## src/rtl/uart_stream_pkg.sv

```systemverilog
// Shared FSM encodings, parity-select constants and parity helper for uart_stream.
package uart_stream_pkg;

    typedef enum logic [2:0] {
        TxIdle,
        TxStart,
        TxData,
        TxParity,
        TxStop
    } tx_state_e;

    typedef enum logic [2:0] {
        RxIdle,
        RxStart,
        RxData,
        RxParity,
        RxStop,
        RxWaitHigh
    } rx_state_e;

    localparam bit ParityEven = 1'b0;
    localparam bit ParityOdd  = 1'b1;

    // Parity over the low 'bits' bits of data; seeding with 1 yields odd parity.
    function automatic logic calc_parity(input logic [7:0] data, input int unsigned bits,
                                         input bit odd);
        logic p;
        p = odd;
        for (int unsigned i = 0; i < 8; i++) begin
            if (i < bits) begin
                p = p ^ data[i];
            end
        end
        return p;
    endfunction

endpackage

```

## src/rtl/uart_stream_fifo.sv

```systemverilog
// Synchronous FIFO for received UART beats; a push while full is accepted only alongside a pop.
module uart_stream_fifo #(
    parameter int unsigned Width = 9,
    parameter int unsigned Depth = 16
) (
    input  logic             clk,
    input  logic             reset,
    input  logic             push,
    input  logic [Width-1:0] wdata,
    input  logic             pop,
    output logic [Width-1:0] rdata,
    output logic             empty,
    output logic             full
);

    localparam int unsigned AddrW = $clog2(Depth);
    localparam logic [AddrW:0] PtrOne = 1;

    logic [Width-1:0] mem_q [Depth];
    logic [AddrW:0]   wr_ptr_q, rd_ptr_q;
    logic             do_push, do_pop;

    assign empty   = (wr_ptr_q == rd_ptr_q);
    assign full    = (wr_ptr_q[AddrW] != rd_ptr_q[AddrW]) &&
                     (wr_ptr_q[AddrW-1:0] == rd_ptr_q[AddrW-1:0]);
    assign do_pop  = pop && !empty;
    assign do_push = push && (!full || do_pop);

    always_ff @(posedge clk or negedge reset) begin
        if (!reset) begin
            wr_ptr_q <= '0;
            rd_ptr_q <= '0;
        end else begin
            if (do_push) begin
                wr_ptr_q <= wr_ptr_q + PtrOne;
            end
            if (do_pop) begin
                rd_ptr_q <= rd_ptr_q + PtrOne;
            end
        end
    end

    always_ff @(posedge clk) begin
        if (do_push) begin
            mem_q[wr_ptr_q[AddrW-1:0]] <= wdata;
        end
    end

    // Head is forced to zero when empty so the stream reads clean after reset.
    assign rdata = empty ? '0 : mem_q[rd_ptr_q[AddrW-1:0]];

endmodule

```

## src/rtl/uart_stream.sv

```systemverilog
// UART <-> valid/ready stream bridge with buffered RX.
// Optional parity bit (send and check) enabled by defining UART_STREAM_PARITY_EN.
module uart_stream
    import uart_stream_pkg::*;
#(
    parameter int unsigned CLKS_PER_BIT  = 434,
    parameter int unsigned DATA_BITS     = 8,
    parameter int unsigned STOP_BITS     = 1,
    parameter int unsigned PARITY_ODD    = 0,
    parameter int unsigned RX_FIFO_DEPTH = 16
) (
    input  logic       clk,
    input  logic       reset,
    input  logic       UART_RXD,
    output logic       UART_TXD,
    output logic [7:0] from_uart_data,
    output logic       from_uart_error,
    output logic       from_uart_valid,
    input  logic       from_uart_ready,
    input  logic [7:0] to_uart_data,
    input  logic       to_uart_error,
    input  logic       to_uart_valid,
    output logic       to_uart_ready
);

`ifdef UART_STREAM_PARITY_EN
    localparam bit ParityEn = 1'b1;
`else
    localparam bit ParityEn = 1'b0;
`endif
    localparam bit          OddSel   = (PARITY_ODD != 0) ? ParityOdd : ParityEven;
    localparam logic [15:0] BitLast  = 16'(CLKS_PER_BIT - 1);
    localparam logic [15:0] HalfLast = 16'(CLKS_PER_BIT / 2 - 1);
    localparam logic [2:0]  DataLast = 3'(DATA_BITS - 1);
    localparam logic [2:0]  StopLast = 3'(STOP_BITS - 1);

    // ---------------- TX ----------------
    tx_state_e   tx_state_q, tx_state_d;
    logic [15:0] tx_cnt_q, tx_cnt_d;
    logic [2:0]  tx_idx_q, tx_idx_d;
    logic [7:0]  tx_data_q, tx_data_d;
    logic        tx_par_q, tx_par_d;
    logic        txd_q, txd_d;
    logic        tx_ready_q, tx_ready_d;
    logic        tx_bit_end, tx_take;

    assign tx_bit_end    = (tx_cnt_q == BitLast);
    assign tx_take       = to_uart_valid && tx_ready_q;
    assign UART_TXD      = txd_q;
    assign to_uart_ready = tx_ready_q;

    always_ff @(posedge clk or negedge reset) begin
        if (!reset) begin
            tx_state_q <= TxIdle;
            tx_cnt_q   <= '0;
            tx_idx_q   <= '0;
            tx_data_q  <= '0;
            tx_par_q   <= 1'b0;
            txd_q      <= 1'b1;
            tx_ready_q <= 1'b0;
        end else begin
            tx_state_q <= tx_state_d;
            tx_cnt_q   <= tx_cnt_d;
            tx_idx_q   <= tx_idx_d;
            tx_data_q  <= tx_data_d;
            tx_par_q   <= tx_par_d;
            txd_q      <= txd_d;
            tx_ready_q <= tx_ready_d;
        end
    end

    always_comb begin
        tx_state_d = tx_state_q;
        tx_cnt_d   = tx_cnt_q;
        tx_idx_d   = tx_idx_q;
        tx_data_d  = tx_data_q;
        tx_par_d   = tx_par_q;
        if (tx_state_q != TxIdle) begin
            tx_cnt_d = tx_bit_end ? '0 : tx_cnt_q + 16'd1;
        end
        unique case (tx_state_q)
            TxIdle: begin
                // Error beats are consumed here without leaving idle.
                if (tx_take && !to_uart_error) begin
                    tx_state_d = TxStart;
                    tx_cnt_d   = '0;
                    tx_data_d  = to_uart_data;
                    tx_par_d   = calc_parity(to_uart_data, DATA_BITS, OddSel);
                end
            end
            TxStart: begin
                if (tx_bit_end) begin
                    tx_state_d = TxData;
                    tx_idx_d   = '0;
                end
            end
            TxData: begin
                if (tx_bit_end) begin
                    if (tx_idx_q == DataLast) begin
                        tx_state_d = ParityEn ? TxParity : TxStop;
                        tx_idx_d   = '0;
                    end else begin
                        tx_idx_d = tx_idx_q + 3'd1;
                    end
                end
            end
            TxParity: begin
                if (tx_bit_end) begin
                    tx_state_d = TxStop;
                    tx_idx_d   = '0;
                end
            end
            TxStop: begin
                if (tx_bit_end) begin
                    if (tx_idx_q == StopLast) begin
                        tx_state_d = TxIdle;
                    end else begin
                        tx_idx_d = tx_idx_q + 3'd1;
                    end
                end
            end
            default: tx_state_d = TxIdle;
        endcase
    end

    // Outputs are registered from the next state so the line changes with the state.
    always_comb begin
        txd_d      = 1'b1;
        tx_ready_d = (tx_state_d == TxIdle);
        unique case (tx_state_d)
            TxStart:  txd_d = 1'b0;
            TxData:   txd_d = tx_data_d[tx_idx_d];
            TxParity: txd_d = tx_par_d;
            default:  txd_d = 1'b1;
        endcase
    end

    // ---------------- RX ----------------
    rx_state_e   rx_state_q, rx_state_d;
    logic [15:0] rx_cnt_q, rx_cnt_d;
    logic [2:0]  rx_idx_q, rx_idx_d;
    logic [7:0]  rx_shift_q, rx_shift_d;
    logic        rx_par_err_q, rx_par_err_d;
    logic        rx_meta_q, rx_sync_q, rx_prev_q;
    logic        rx_fall, rx_bit_end;
    logic        wr_pend_q, wr_pend_d;
    logic        wr_err_q, wr_err_d;
    logic [7:0]  wr_data_q, wr_data_d;
    logic        overrun_q, overrun_d;
    logic        fifo_push, fifo_pop, fifo_empty, fifo_full;
    logic [8:0]  fifo_rdata;

    assign rx_fall    = rx_prev_q && !rx_sync_q;
    assign rx_bit_end = (rx_cnt_q == BitLast);

    always_ff @(posedge clk or negedge reset) begin
        if (!reset) begin
            rx_meta_q    <= 1'b1;
            rx_sync_q    <= 1'b1;
            rx_prev_q    <= 1'b1;
            rx_state_q   <= RxIdle;
            rx_cnt_q     <= '0;
            rx_idx_q     <= '0;
            rx_shift_q   <= '0;
            rx_par_err_q <= 1'b0;
            wr_pend_q    <= 1'b0;
            wr_err_q     <= 1'b0;
            wr_data_q    <= '0;
            overrun_q    <= 1'b0;
        end else begin
            rx_meta_q    <= UART_RXD;
            rx_sync_q    <= rx_meta_q;
            rx_prev_q    <= rx_sync_q;
            rx_state_q   <= rx_state_d;
            rx_cnt_q     <= rx_cnt_d;
            rx_idx_q     <= rx_idx_d;
            rx_shift_q   <= rx_shift_d;
            rx_par_err_q <= rx_par_err_d;
            wr_pend_q    <= wr_pend_d;
            wr_err_q     <= wr_err_d;
            wr_data_q    <= wr_data_d;
            overrun_q    <= overrun_d;
        end
    end

    always_comb begin
        rx_state_d   = rx_state_q;
        rx_cnt_d     = rx_cnt_q + 16'd1;
        rx_idx_d     = rx_idx_q;
        rx_shift_d   = rx_shift_q;
        rx_par_err_d = rx_par_err_q;
        unique case (rx_state_q)
            RxIdle: begin
                rx_cnt_d = '0;
                if (rx_fall) begin
                    rx_state_d = RxStart;
                end
            end
            RxStart: begin
                if (rx_cnt_q == HalfLast) begin
                    rx_state_d   = rx_sync_q ? RxIdle : RxData;
                    rx_cnt_d     = '0;
                    rx_idx_d     = '0;
                    rx_shift_d   = '0;
                    rx_par_err_d = 1'b0;
                end
            end
            RxData: begin
                if (rx_bit_end) begin
                    rx_cnt_d             = '0;
                    rx_shift_d[rx_idx_q] = rx_sync_q;
                    if (rx_idx_q == DataLast) begin
                        rx_state_d = ParityEn ? RxParity : RxStop;
                    end else begin
                        rx_idx_d = rx_idx_q + 3'd1;
                    end
                end
            end
            RxParity: begin
                if (rx_bit_end) begin
                    rx_cnt_d     = '0;
                    rx_par_err_d = rx_sync_q ^ calc_parity(rx_shift_q, DATA_BITS, OddSel);
                    rx_state_d   = RxStop;
                end
            end
            RxStop: begin
                if (rx_bit_end) begin
                    rx_cnt_d   = '0;
                    rx_state_d = rx_sync_q ? RxIdle : RxWaitHigh;
                end
            end
            RxWaitHigh: begin
                rx_cnt_d = '0;
                if (rx_sync_q) begin
                    rx_state_d = RxIdle;
                end
            end
            default: rx_state_d = RxIdle;
        endcase
    end

    // Beat is captured at the stop sample and pushed on the following edge.
    always_comb begin
        wr_pend_d = 1'b0;
        wr_err_d  = wr_err_q;
        wr_data_d = wr_data_q;
        if (rx_state_q == RxStop && rx_bit_end) begin
            wr_pend_d = 1'b1;
            wr_err_d  = !rx_sync_q || (ParityEn && rx_par_err_q);
            wr_data_d = rx_shift_q;
        end
        fifo_push = wr_pend_q && (!fifo_full || fifo_pop);
        overrun_d = overrun_q;
        if (wr_pend_q) begin
            overrun_d = !fifo_push;
        end
    end

    assign fifo_pop        = from_uart_valid && from_uart_ready;
    assign from_uart_valid = !fifo_empty;
    assign from_uart_data  = fifo_rdata[7:0];
    assign from_uart_error = fifo_rdata[8];

    uart_stream_fifo #(
        .Width (9),
        .Depth (RX_FIFO_DEPTH)
    ) u_rx_fifo (
        .clk   (clk),
        .reset (reset),
        .push  (fifo_push),
        .wdata ({wr_err_q || overrun_q, wr_data_q}),
        .pop   (fifo_pop),
        .rdata (fifo_rdata),
        .empty (fifo_empty),
        .full  (fifo_full)
    );

endmodule

```

## config.mk

```make
export PLATFORM = sky130hd
export DESIGN_NAME = uart_stream
export DESIGN_NICKNAME = d
export VERILOG_FILES = /design/src/rtl/uart_stream_pkg.sv /design/src/rtl/uart_stream_fifo.sv /design/src/rtl/uart_stream.sv
export SDC_FILE = /design/constraint.sdc
export NUM_CORES = 1
export LEC_CHECK = 0
export CAP_MARGIN = 20
export CORE_ASPECT_RATIO = 1.4
export CORE_MARGIN = 3
export CORE_UTILIZATION = 23
export DETAILED_ROUTE_END_ITERATION = 6
export PLACE_DENSITY = 0.42
export REMOVE_ABC_BUFFERS = 1
export SLEW_MARGIN = 5
export SYNTH_ARGS = -nofsm -noshare
export SYNTH_HDL_FRONTEND = slang
export SYNTH_SLANG_ARGS = --single-unit
```

## constraint.sdc

```tcl
create_clock -name clk -period 3.4 [get_ports clk]
set_input_delay 0.85 -clock clk [delete_from_list [all_inputs] [get_ports clk]]
set_output_delay 0.85 -clock clk [all_outputs]
set_load 0.05 [all_outputs]
```

Word level (Yosys, flattened, before mapping)
Memory sizes are Yosys's and may differ from the RTL's.
Index checks and enable logic that the tools add are counted.

storage, ports and cells
  memories = 1
  bits of input ports = 14
  output and inout port bits = 12
  memory bits (writable) = 144
  register bits after elaboration = 87

operators by class
  muxes and demuxes = 66
  equal/unequal tests = 28
  bitwise gates (word level) = 7
  $lt $le $gt $ge = 3
  add/subtract/negate cells = 6
  reductions and logical operators = 30

memories
  name             words  width  rd ports  clocked after memory_dff  write ports  RTL line                source
  u_rx_fifo.mem_q  16     9      1         0                         1            uart_stream_fifo.sv:19  logic [Width-1:0] mem_q [Depth];

operators by type and width
  kind                     number
  $mux W16                 6
  $mux W3                  23
  $pmux W16 S3             1
  $add A16 B1 Y16 const B  2
  $eq A16 B9 Y1 const B    2
  $mux W8                  4
  $mux W1                  21
  $eq A3 B2 Y1 const B     6
  $pmux W3 S6              1
  $eq A16 B8 Y1 const B    1
  $ne A2 B2 Y1 const B     8
  $pmux W8 S2              1
  $eq A3 B3 Y1 const B     5
  $pmux W3 S5              1
  $logic_not A3 Y1         4
  $add A5 B1 Y5 const B    2
  $logic_and A1 B1 Y1      10
  $eq A3 B1 Y1 const B     3
  $mux W9                  1
  $pmux W3 S3              1
  $bwmux W8                1
  $lt A3 B4 Y1 const B     2
  $reduce_and A7 Y1        1
  $xor A1 B1 Y1            7
  18 further kinds         26

Longest topological paths before layout
Gate-level depths: netlist (run 1).

  depth after elaboration = 26
  gate-level depth with buffers = 10

By module
Synthesis (run 1) repeated with hierarchy kept, for this count alone.

second synthesis, totals
  cells, all modules = 717
  area total of the unflattened synthesis = 10309.9 sq um

by module, submodules not included
  module            area an instance (sq um)  cells an instance  times used  seq. area each (sq um)
  uart_stream_fifo  6299.8                    295                1           4574.4
  uart_stream       4010.1                    422                1           1931.9

Least setup slack after synthesis (run 1)
Ideal clock, no wire load.

  path type = reg2out
  start point = register u_rx_fifo.rd_ptr_q[0]
  end point = output port from_uart_data[0]
  path slack = 70 ps
  data arrival time = 2480 ps
  data required time = 2550 ps
  buffers on the path = 2
  stages on the path, launching flop included = 6
  cell sequence = dfrtp_1 buf_2 buf_1 mux4_2 mux4_2 nor2b_1

between the ends
  longest elaborated chain between the ends = 2
  elaborated cells between the ends (all ways) = 3
  those cells by class = 1 x eq/ne; 1 x mux; 1 x memory

ends and longest elaborated chain
  what                                                   RTL line                source
  from (decl)                                            uart_stream_fifo.sv:20  logic [AddrW:0] wr_ptr_q, rd_ptr_q;
  from (signal assigned)                                 uart_stream_fifo.sv:38  rd_ptr_q <= rd_ptr_q + PtrOne;
  $mem_v2 Z16 W9 / $eq A5 B5 Y1 (equally long branches)  -
  $mux W9 *                                              uart_stream_fifo.sv:50  assign rdata = empty ? '0 : mem_q[rd_ptr_q[AddrW-1:0]];
  to (decl)                                              uart_stream.sv:16       output logic [7:0] from_uart_data,

Mark *: on every way between the ends. The rest lies on a longest branch, timed or not.

Worst setup path in the final report (run 1)
  start point = register u_rx_fifo.rd_ptr_q[0]
  end point = output port from_uart_data[7]

Same word-level chain as after synthesis.

==> results of run 1 <==
layout make-up:
type                    instances  share of cell area, %
well taps                     546                   5.61
inverters                      22                  0.678
flip-flops and latches        231                   53.5
multi-input cells             394                   27.4
clock inverters                15                   1.13
repair buffers                 68                   5.94
clock buffers                  33                   5.82
synth_stat cells, drive strengths merged, types with 2 or more instances:
| master | n |
|---|---|
| nor4b | 2 |
| a22oi | 2 |
| dfstp | 4 |
| a31oi | 4 |
| edfxtp | 144 |
| nor3b | 3 |
| xnor2 | 23 |
| nor3 | 11 |
| xor2 | 19 |
| or2 | 2 |
| nand3 | 6 |
| or3 | 9 |
| mux4 | 45 |
| nor2b | 17 |
| nand4 | 12 |
| a21oi | 12 |
| mux2i | 2 |
| inv | 22 |
| buf | 10 |
| nand2 | 37 |
| and2 | 18 |
| nor2 | 55 |
| nor4 | 5 |
| a22o | 2 |
| nand4b | 4 |
| o21ai | 33 |
| ha | 15 |
| dfrtp | 83 |
| and3 | 11 |
| o21bai | 4 |
| mux2 | 18 |
| clkbuf | 21 |
| nand2b | 3 |
| o211ai | 2 |
| o31ai | 4 |
cells by family after synthesis:
group	Yosys count	synth area share [%]
compound gates	74	4.55
xor+xnor	42	3.67
simple gates	198	10.6
buf+inv	53	2.11
flops	231	64.9
mux	65	12.3
fa+ha+maj	15	1.87
per-layer routing:
layer	wire [microns]	GRT usage, %
met1	9100	11.4
met2	12300	18.6
met3	791	1.60
met4	504	2.94
met5	0	0
power by group:
part | switching, W | internal, W
Clock | 0.00113 | 0.00163
Combinational | 0.000650 | 0.000593
Sequential | 0.0000731 | 0.00302
Total | 0.00186 | 0.00524
repair_timing:
action / CTS / global route
cloned: 1 / 1
gates resized for setup: 11 / 6
endpoints found under the setup margin: 9 / 9
setup buffers: 4 / 2
cells in the final DEF, fill, tap and decap left out, drive strengths merged, types with 15 or more instances in the layout:
cell and n:
edfxtp 144, dfrtp 83, nor2 55, buf 53, mux4 45, nand2 37, clkbuf 34, o21ai 33
inv 25, xnor2 23, xor2 19, and2 18, mux2 18, nor2b 17, ha 15
worst max-delay path by stage:
stage                           from                end  cells after the start
3_3_place_gp   u_rx_fifo.rd_ptr_q[0]  from_uart_data[7]                      5
4_1_cts        u_rx_fifo.rd_ptr_q[0]    from_uart_error                      6
3_5_place_dp   u_rx_fifo.rd_ptr_q[0]  from_uart_data[7]                      5
6_report       u_rx_fifo.rd_ptr_q[0]  from_uart_data[7]                      6
5_1_grt        u_rx_fifo.rd_ptr_q[0]  from_uart_data[7]                      6
2_1_floorplan  u_rx_fifo.rd_ptr_q[0]  from_uart_data[0]                      3
through the flow:
step                utilization (%)  cells  power, W
floorplan                         -    647   0.00381
global placement               26.1   1252   0.00424
detailed placement             26.2   1253   0.00425
CTS                            28.4   1306   0.00718
global route                   28.5   1309   0.00742
finish                         28.5   1309   0.00710
state kept, by name (all words and copies together) (netlist names), 3 cells and up:
register / count
u_rx_fifo.rd_ptr_q: 5
tx_idx_q: 3
rx_cnt_q: 16
rx_shift_q: 8
tx_state_q: 3
u_rx_fifo.wr_ptr_q: 5
tx_data_q: 8
wr_data_q: 8
tx_cnt_q: 16
rx_state_q: 3
u_rx_fifo.mem_q: 144
rx_idx_q: 3
==> metrics, run 1 <==
Yosys reg bits=231; Critical Path RT=around 2.6 ns; CP max stage cell=mux4_2; Max clock buf depth=3; number of distinct library cells after synthesis=57; slew margin rel.=55.3%; Yosys top cell by area=edfxtp_1; hold_ws=0.356 ns; worst-margin pin slew=0.670 ns; post-route cell area=12200 sq um; crit-path max FO=8; Yosys top cell area share=approximately 43%; CP Buf/Inv Count=3; synthesized area=between 10000 and 15000 sq um; WP data arrival=about 2.5 ns; Hold Violations, Final=0; setup slack, reg-to-reg=~0.73 ns; # rows=89; setup TNS=0 ns; Layout Nets=a little under 800; share of layout cells above drive strength 1=between 20% and 30%; Yosys warning count=0; gpl congestion=0.712; endpoint type of the worst setup path=primary output; vias in the first global route=between 6000 and 7000; Initial DRT Pass Iterations=5; Top-Level Pins=26; PortBufs=25; HP Class=primary input to asynchronous set/reset pin; first-pass GRT wire length=~36000 microns; WL final=between 20000 and 25000 microns; largest net degree at the start of global routing=about 50; synth-to-layout area growth=21.3%; multi-input logic area=3330 sq um; Sink Count=231; n_diodes=0; initial antenna violation count=0; H-tree depth=1; clk_skew=0.00899 ns; Worst-Skew Late Latency=roughly 0.53 ns; async set-or-reset flop fraction in the synthesized netlist=37.7%; Initial Utilization=about a quarter; synthesized instance count=678; Final ANT Viol Nets=0; Via density=roughly 4.3; CP Launch Type=flop; total gr overflow=0; setup violation total in the final timing report=0; CTS Buf Count=26; routed vias=about 5700; core footprint=42600 sq um; Achievable Freq=295 MHz; CP top delay family=multiplexers; Layout fillers=between 4000 and 5000; CP peak stage delay=around 0.51 ns; VDD IR max=about 0.00029 V; post-placement cell area=around 11000 sq um; Synth Flop Type=edfxtp_1; Crit Path Class=flop to primary output; root buf cell=clkbuf_16; status=completed; Post-synth EDFFs=144; GRT Util Overall=approximately a tenth; hpwl dp=approximately 15000 microns; register area=6510 sq um; 1st-iter DRT viols=roughly 320; r2r worst-path depth=7; post-DR wirelength/cell=between 15 and 20 microns; critical register-to-register path startpoint=rx_cnt_q[2]; crit share post-route=99.6%; max-cap viol count=0; pwr dens=just under 600 nW/um^2; part of the Yosys area used for sequential elements=between 60 and 70%; static leakage power=between 4 and 5 nW; pre-CTS setup slack=~0.41 ns; Post-CTS Hold Buffers=0; top post-synthesis cells by area=edfxtp_1 43%, dfrtp_1 21%, mux4_2 10%; CP cell instances=buf_12 -> buf_12 -> mux4_2 -> mux4_2 -> nor2b_4 -> buf_6; syn_area_per_cell=roughly 15 sq um; RSZ-0062 raised after global routing=yes; Reg2Reg Capture Point=rx_state_q[1]; Period minus WS final=around 3.4 ns; Remaining DRCs=0; fin worst setup slack=approximately 0.014 ns; DIE AREA=~46000 sq um; TritonCTS clock tree=yes; die span in x=approximately 180 microns; Slew Viols, Final=0; clock slew at reported path FFs=about 0.06 ns; Die H=253 microns
Note: power is estimated with default switching activity, not from simulation.
==> run 2, diff against run 1 <==
--- a/config.mk
+++ b/config.mk
@@ -7,10 +7,10 @@
 export LEC_CHECK = 0
 export CAP_MARGIN = 20
 export CORE_ASPECT_RATIO = 1.4
-export CORE_MARGIN = 3
+export CORE_MARGIN = 1
 export CORE_UTILIZATION = 23
 export DETAILED_ROUTE_END_ITERATION = 6
-export PLACE_DENSITY = 0.42
+export PLACE_DENSITY = 0.44
 export REMOVE_ABC_BUFFERS = 1
 export SLEW_MARGIN = 5
 export SYNTH_ARGS = -nofsm -noshare
==> metrics, run 2 (same netlist as run 1, synthesis figures left out) <==
# rows=90; commonest non-fill, non-tap cells in the layout=144 x edfxtp_1, 81 x dfrtp_1, 45 x mux4_2, 44 x nor2_1, 37 x nand2_1; Critical Path RT=2.55 ns; max FFs per register=144; sequential power share=a little over two fifths; Slew Viols, Final=0; initial antenna violation count=0; CP Launch Type=flop; Post-CTS Hold Buffers=0; gpl congestion=0.750; clock network power share=between 30% and 40%; WP data arrival=around 2.6 ns; Comb power frac=~18%; synth-to-layout area growth=20.5%; core footprint=around 43000 sq um; RSZ-0062 raised after global routing=yes; Pint=approximately 0.0052 W; crit-path max FO=6; endpoint type of the worst setup path=primary output; status=complete, but fails checks; Hold Violations, Final=0; setup violation total in the final timing report=2; WL final=approximately 22000 microns; Max clock buf depth=3; hpwl dp=between 10000 and 15000 microns; GRT Util Overall=between 10% and 20%; leading cell type in the layout, fill and taps excluded=edfxtp_1; share of layout cells above drive strength 1=21.5%; routed vias=roughly 5600; first-pass GRT wire length=35300 microns; Die H=roughly 250 microns; hold_ws=0.316 ns; Final Core Density=28.1%; clock slew at reported path FFs=0.06 ns; DIE AREA=approximately 44000 sq um; Period minus WS final=roughly 3.4 ns; max-cap viol count=0; H-tree depth=1; Initial Utilization=a little under a quarter; 1st-iter DRT viols=~400; total gr overflow=0; Worst-Skew Late Latency=approximately 0.54 ns; failing checks=negative setup slack; post-DR wirelength/cell=about 17 microns; Achievable Freq=roughly 290 MHz; TritonCTS clock tree=yes; HP Class=primary input to asynchronous set/reset pin; static leakage power=between 4 and 5 nW; die span in x=~180 microns; worst-margin pin slew=0.746 ns; Sw Share=between 20% and 30%; VDD IR max=0.000317 V; n_diodes=0; fin worst setup slack=-0.00341 ns; Via density=approximately 4.3; Remaining DRCs=0; Top-Level Pins=26; Initial DRT Pass Iterations=4; Crit Path Class=flop to primary output; Sink Count=between 200 and 250; PortBufs=25; vias in the first global route=between 5000 and 6000; largest net degree at the start of global routing=49; Final ANT Viol Nets=0; Layout Nets=759; pwr dens=slightly below 600 nW/um^2; clk_skew=between 0.015 and 0.02 ns; switching pwr=about 0.0018 W; crit share post-route=100%; CTS Buf Count=25; root buf cell=clkbuf_16; slew margin rel.=approximately half
run 2: cell count changes in the layout (fill, tap and decap cells not counted), sizes merged:
cell / change
bufinv: +1
clkinvlp: -1
clkinv: -1
inv: -2
buf: -12
run 2: what timing repair did:
action | 4_1_cts | 5_1_grt
buffers inserted | 6 | 5
endpoints found under the setup margin | 9 | 10
pin swaps | 1 | 0
resized for setup | 27 | 8
gates cloned | 3 | 1
endpoints found under the hold margin | 0 | 0
run 2: routing by layer:
layer  up-vias  wire (microns)  global-route usage [%]  share of wire, %
met4         0             571                    3.54               2.6
met2        69           12100                    19.2                54
li1       2633               -                       -                 -
met5         -               0                       0                 0
met3        31             771                    1.76               3.5
met1      2828            8780                    12.1                39
run 2: power by group through the flow:
stage	clock network, W	logic [W]	registers, W
finish	0.00268	0.00126	0.00309
detailed placement	0	0.00103	0.00315
global placement	0	0.00104	0.00315
global route	0.00288	0.00138	0.00310
CTS	0.00278	0.00136	0.00309
floorplan	0	0.000488	0.00332
run 2: path summary, 6_finish.rpt:
| kind | from | endpoint | slack [ns] | cells after the start |
|---|---|---|---|---|
| max | u_rx_fifo.rd_ptr_q[0] | from_uart_data[3] | -0.003 | 6 |
| min | reset | overrun_q | 0.32 | 1 |
| max reg2reg | u_rx_fifo.rd_ptr_q[0] | u_rx_fifo.mem_q[3][8] | 0.65 | 8 |
| min reg2reg | rx_meta_q | rx_sync_q | 0.37 | 0 |
| max in group asynchronous | reset | UART_TXD | 2.34 | 2 |
| min in group clk | rx_meta_q | rx_sync_q | 0.37 | 0 |
run 2: layout make-up:
class	count	area [sq um]
repair buffers	56	631
inverters	22	82.6
clock inverters	12	141
clock buffers	33	656
flip-flops and latches	231	6510
well taps	552	691
fillers	4349	30900
multi-input cells	394	3370
run 2: metrics by stage:
| stage | cell area [sq um] | TNS (ns) | cells | power, W | setup slack, ns |
|---|---|---|---|---|---|
| floorplan | 9900 | -4.37 | 647 | 0.00381 | -0.461 |
| global placement | 11000 | 0 | 1242 | 0.00418 | 0.318 |
| detailed placement | 11000 | 0 | 1242 | 0.00418 | 0.321 |
| CTS | 12100 | -0.787 | 1296 | 0.00724 | -0.0956 |
| global route | 12100 | -0.673 | 1300 | 0.00737 | -0.106 |
| finish | 12100 | -0.00643 | 1300 | 0.00703 | -0.00341 |
run 2: worst max-delay path, cell delays in order (launching register included):
cell and delay, ns:
dfrtp_2 0.40, buf_6 0.13, buf_12 0.13, mux4_2 0.57
mux4_2 0.49, nor2b_4 0.14, buf_6 0.14
==> run 3, diff against run 2 <==
--- a/config.mk
+++ b/config.mk
@@ -10,6 +10,7 @@
 export CORE_MARGIN = 1
 export CORE_UTILIZATION = 23
 export DETAILED_ROUTE_END_ITERATION = 6
+export GPL_TIMING_DRIVEN = 0
 export PLACE_DENSITY = 0.44
 export REMOVE_ABC_BUFFERS = 1
 export SLEW_MARGIN = 5
==> metrics, run 3 (same netlist as run 1, synthesis figures left out) <==
status=complete, but fails checks; failing checks=negative setup slack; end of the critical path=from_uart_data[7]; CP Launch Type=flop; Die H=about 250 microns; Sink Count=between 200 and 250; crit-path max FO=7; 1st-iter DRT viols=~260; first-pass GRT wire length=33200 microns; HP Class=primary input to asynchronous set/reset pin; Initial Utilization=approximately a quarter; max FFs per register=144; critical register-to-register path startpoint=rx_cnt_q[2]; synth-to-layout area growth=20.1%; Final Core Density=around 28%; leading cell type in the layout, fill and taps excluded=edfxtp_1; crit share post-route=101%; hold_ws=about 0.25 ns; largest net degree at the start of global routing=61; met3 wire length=676 microns; share of layout cells above drive strength 1=approximately a fifth; die span in x=approximately 180 microns; Pwr Total=approximately 0.007 W; vias in the first global route=about 5800; Initial DRT Pass Iterations=4; Top Layer Used=met4; CP cell instances=buf_12 -> buf_16 -> mux4_2 -> mux4_2 -> nor2b_1 -> buf_6; GRT Util Overall=just under 10%; CP max stage cell=mux4_2; clk_skew=~0.010 ns; Worst-Skew Late Latency=roughly 0.53 ns; DIE AREA=~44000 sq um; static leakage power=around 4.7 nW; core footprint=~43000 sq um; Post-CTS Hold Buffers=0; fin worst setup slack=-0.0233 ns; Slew Viols, Final=0; met1 WL=about 8500 microns; Via density=roughly 4.2; initial antenna violation count=0; root buf cell=clkbuf_16; WL final=just over 20000 microns; setup violation total in the final timing report=8; DR WL met2=around 11000 microns; Top-Level Pins=26; Crit. Startpoint=u_rx_fifo.rd_ptr_q[0]; commonest non-fill, non-tap cells in the layout=144 x edfxtp_1, 79 x dfrtp_1, 45 x mux4_2, 44 x nor2_1, 37 x nand2_1; WP data arrival=~2.6 ns; max-cap viol count=0; CTS Buf Count=26; crit-path most repeated cell=mux4_2; Reg2Reg Capture Point=rx_cnt_q[5]; PortBufs=25; Crit Path Class=flop to primary output; setup TNS=-0.108 ns; gpl congestion=0.692; H-tree depth=1; setup slack, reg-to-reg=approximately 0.43 ns; hpwl dp=~13000 microns; endpoint type of the worst setup path=primary output; slew margin rel.=49.6%; Max clock buf depth=3; Hold Violations, Final=0; pwr dens=596 nW/um^2; # rows=90; VDD IR max=0.000305 V; Critical Path RT=between 2 and 3 ns; r2r worst-path depth=8; Achievable Freq=292 MHz; worst-margin pin slew=roughly 0.76 ns; Remaining DRCs=0; routed vias=around 5500; clock slew at reported path FFs=about 0.060 ns; Period minus WS final=3.42 ns; Final ANT Viol Nets=0; CP peak stage delay=about 0.50 ns; n_diodes=0; TritonCTS clock tree=yes; total gr overflow=0; Layout Nets=roughly 750; post-DR wirelength/cell=approximately 16 microns; RSZ-0062 raised after global routing=yes
## run 3: routing by layer
layer	track usage, %	vias up
li1	-	2628
met1	11.1	2784
met2	17.8	60
met3	1.74	25
met4	2.91	0
met5	0	-
## run 3: where the power goes
group	total [W]	internal, W	switching, W
combinational	0.00123	0.000680	0.000550
sequential	0.00320	0.00303	0.000173
clock	0.00275	0.00162	0.00113
total	0.00718	0.00533	0.00185
## run 3: how the worst min path moves through the flow
stage	startpoint	endpoint	slack [ns]	cells after the start
CTS	reset	rx_cnt_q[7]	0.24	1
detailed placement	rx_meta_q	rx_sync_q	0.35	0
finish	reset	rx_cnt_q[7]	0.25	1
global placement	rx_meta_q	rx_sync_q	0.35	0
global route	reset	rx_cnt_q[7]	0.27	1
floorplan	rx_meta_q	rx_sync_q	0.35	0
## run 3: repair_timing
item / CTS / global route
buffers inserted: 9 / 2
pin swaps: 0 / 0
endpoints found under the setup margin: 10 / 10
resized for setup: 72 / 5
gates cloned: 3 / 1
## run 3: cell type report
cell class / instances / area [sq um]
clock buffer: 36 / 719
clock inverter: 12 / 108
fill: 4390 / 31000
inverter: 22 / 82.6
multi-input combinational: 394 / 3330
sequential: 231 / 6520
tap: 552 / 691
timing repair buffer: 49 / 602
## run 3: worst max-delay path: cells and delay by family (launching register included)
kind | cells | cell delay [ns]
and+or+nand+nor | 1 | 0.15
DFF | 1 | 0.45
muxes | 2 | 0.97
buffers and inverters | 3 | 0.45
## run 3: metrics by stage
step                      setup slack, ns  area, sq um  std cells
after global placement              -2.27        10800       1224
after global routing              -0.0962        12100       1296
after detailed placement           -0.186        11000       1232
final                             -0.0233        12100       1296
after CTS                         -0.0797        12000       1292
after floorplan                    -0.461         9900        647
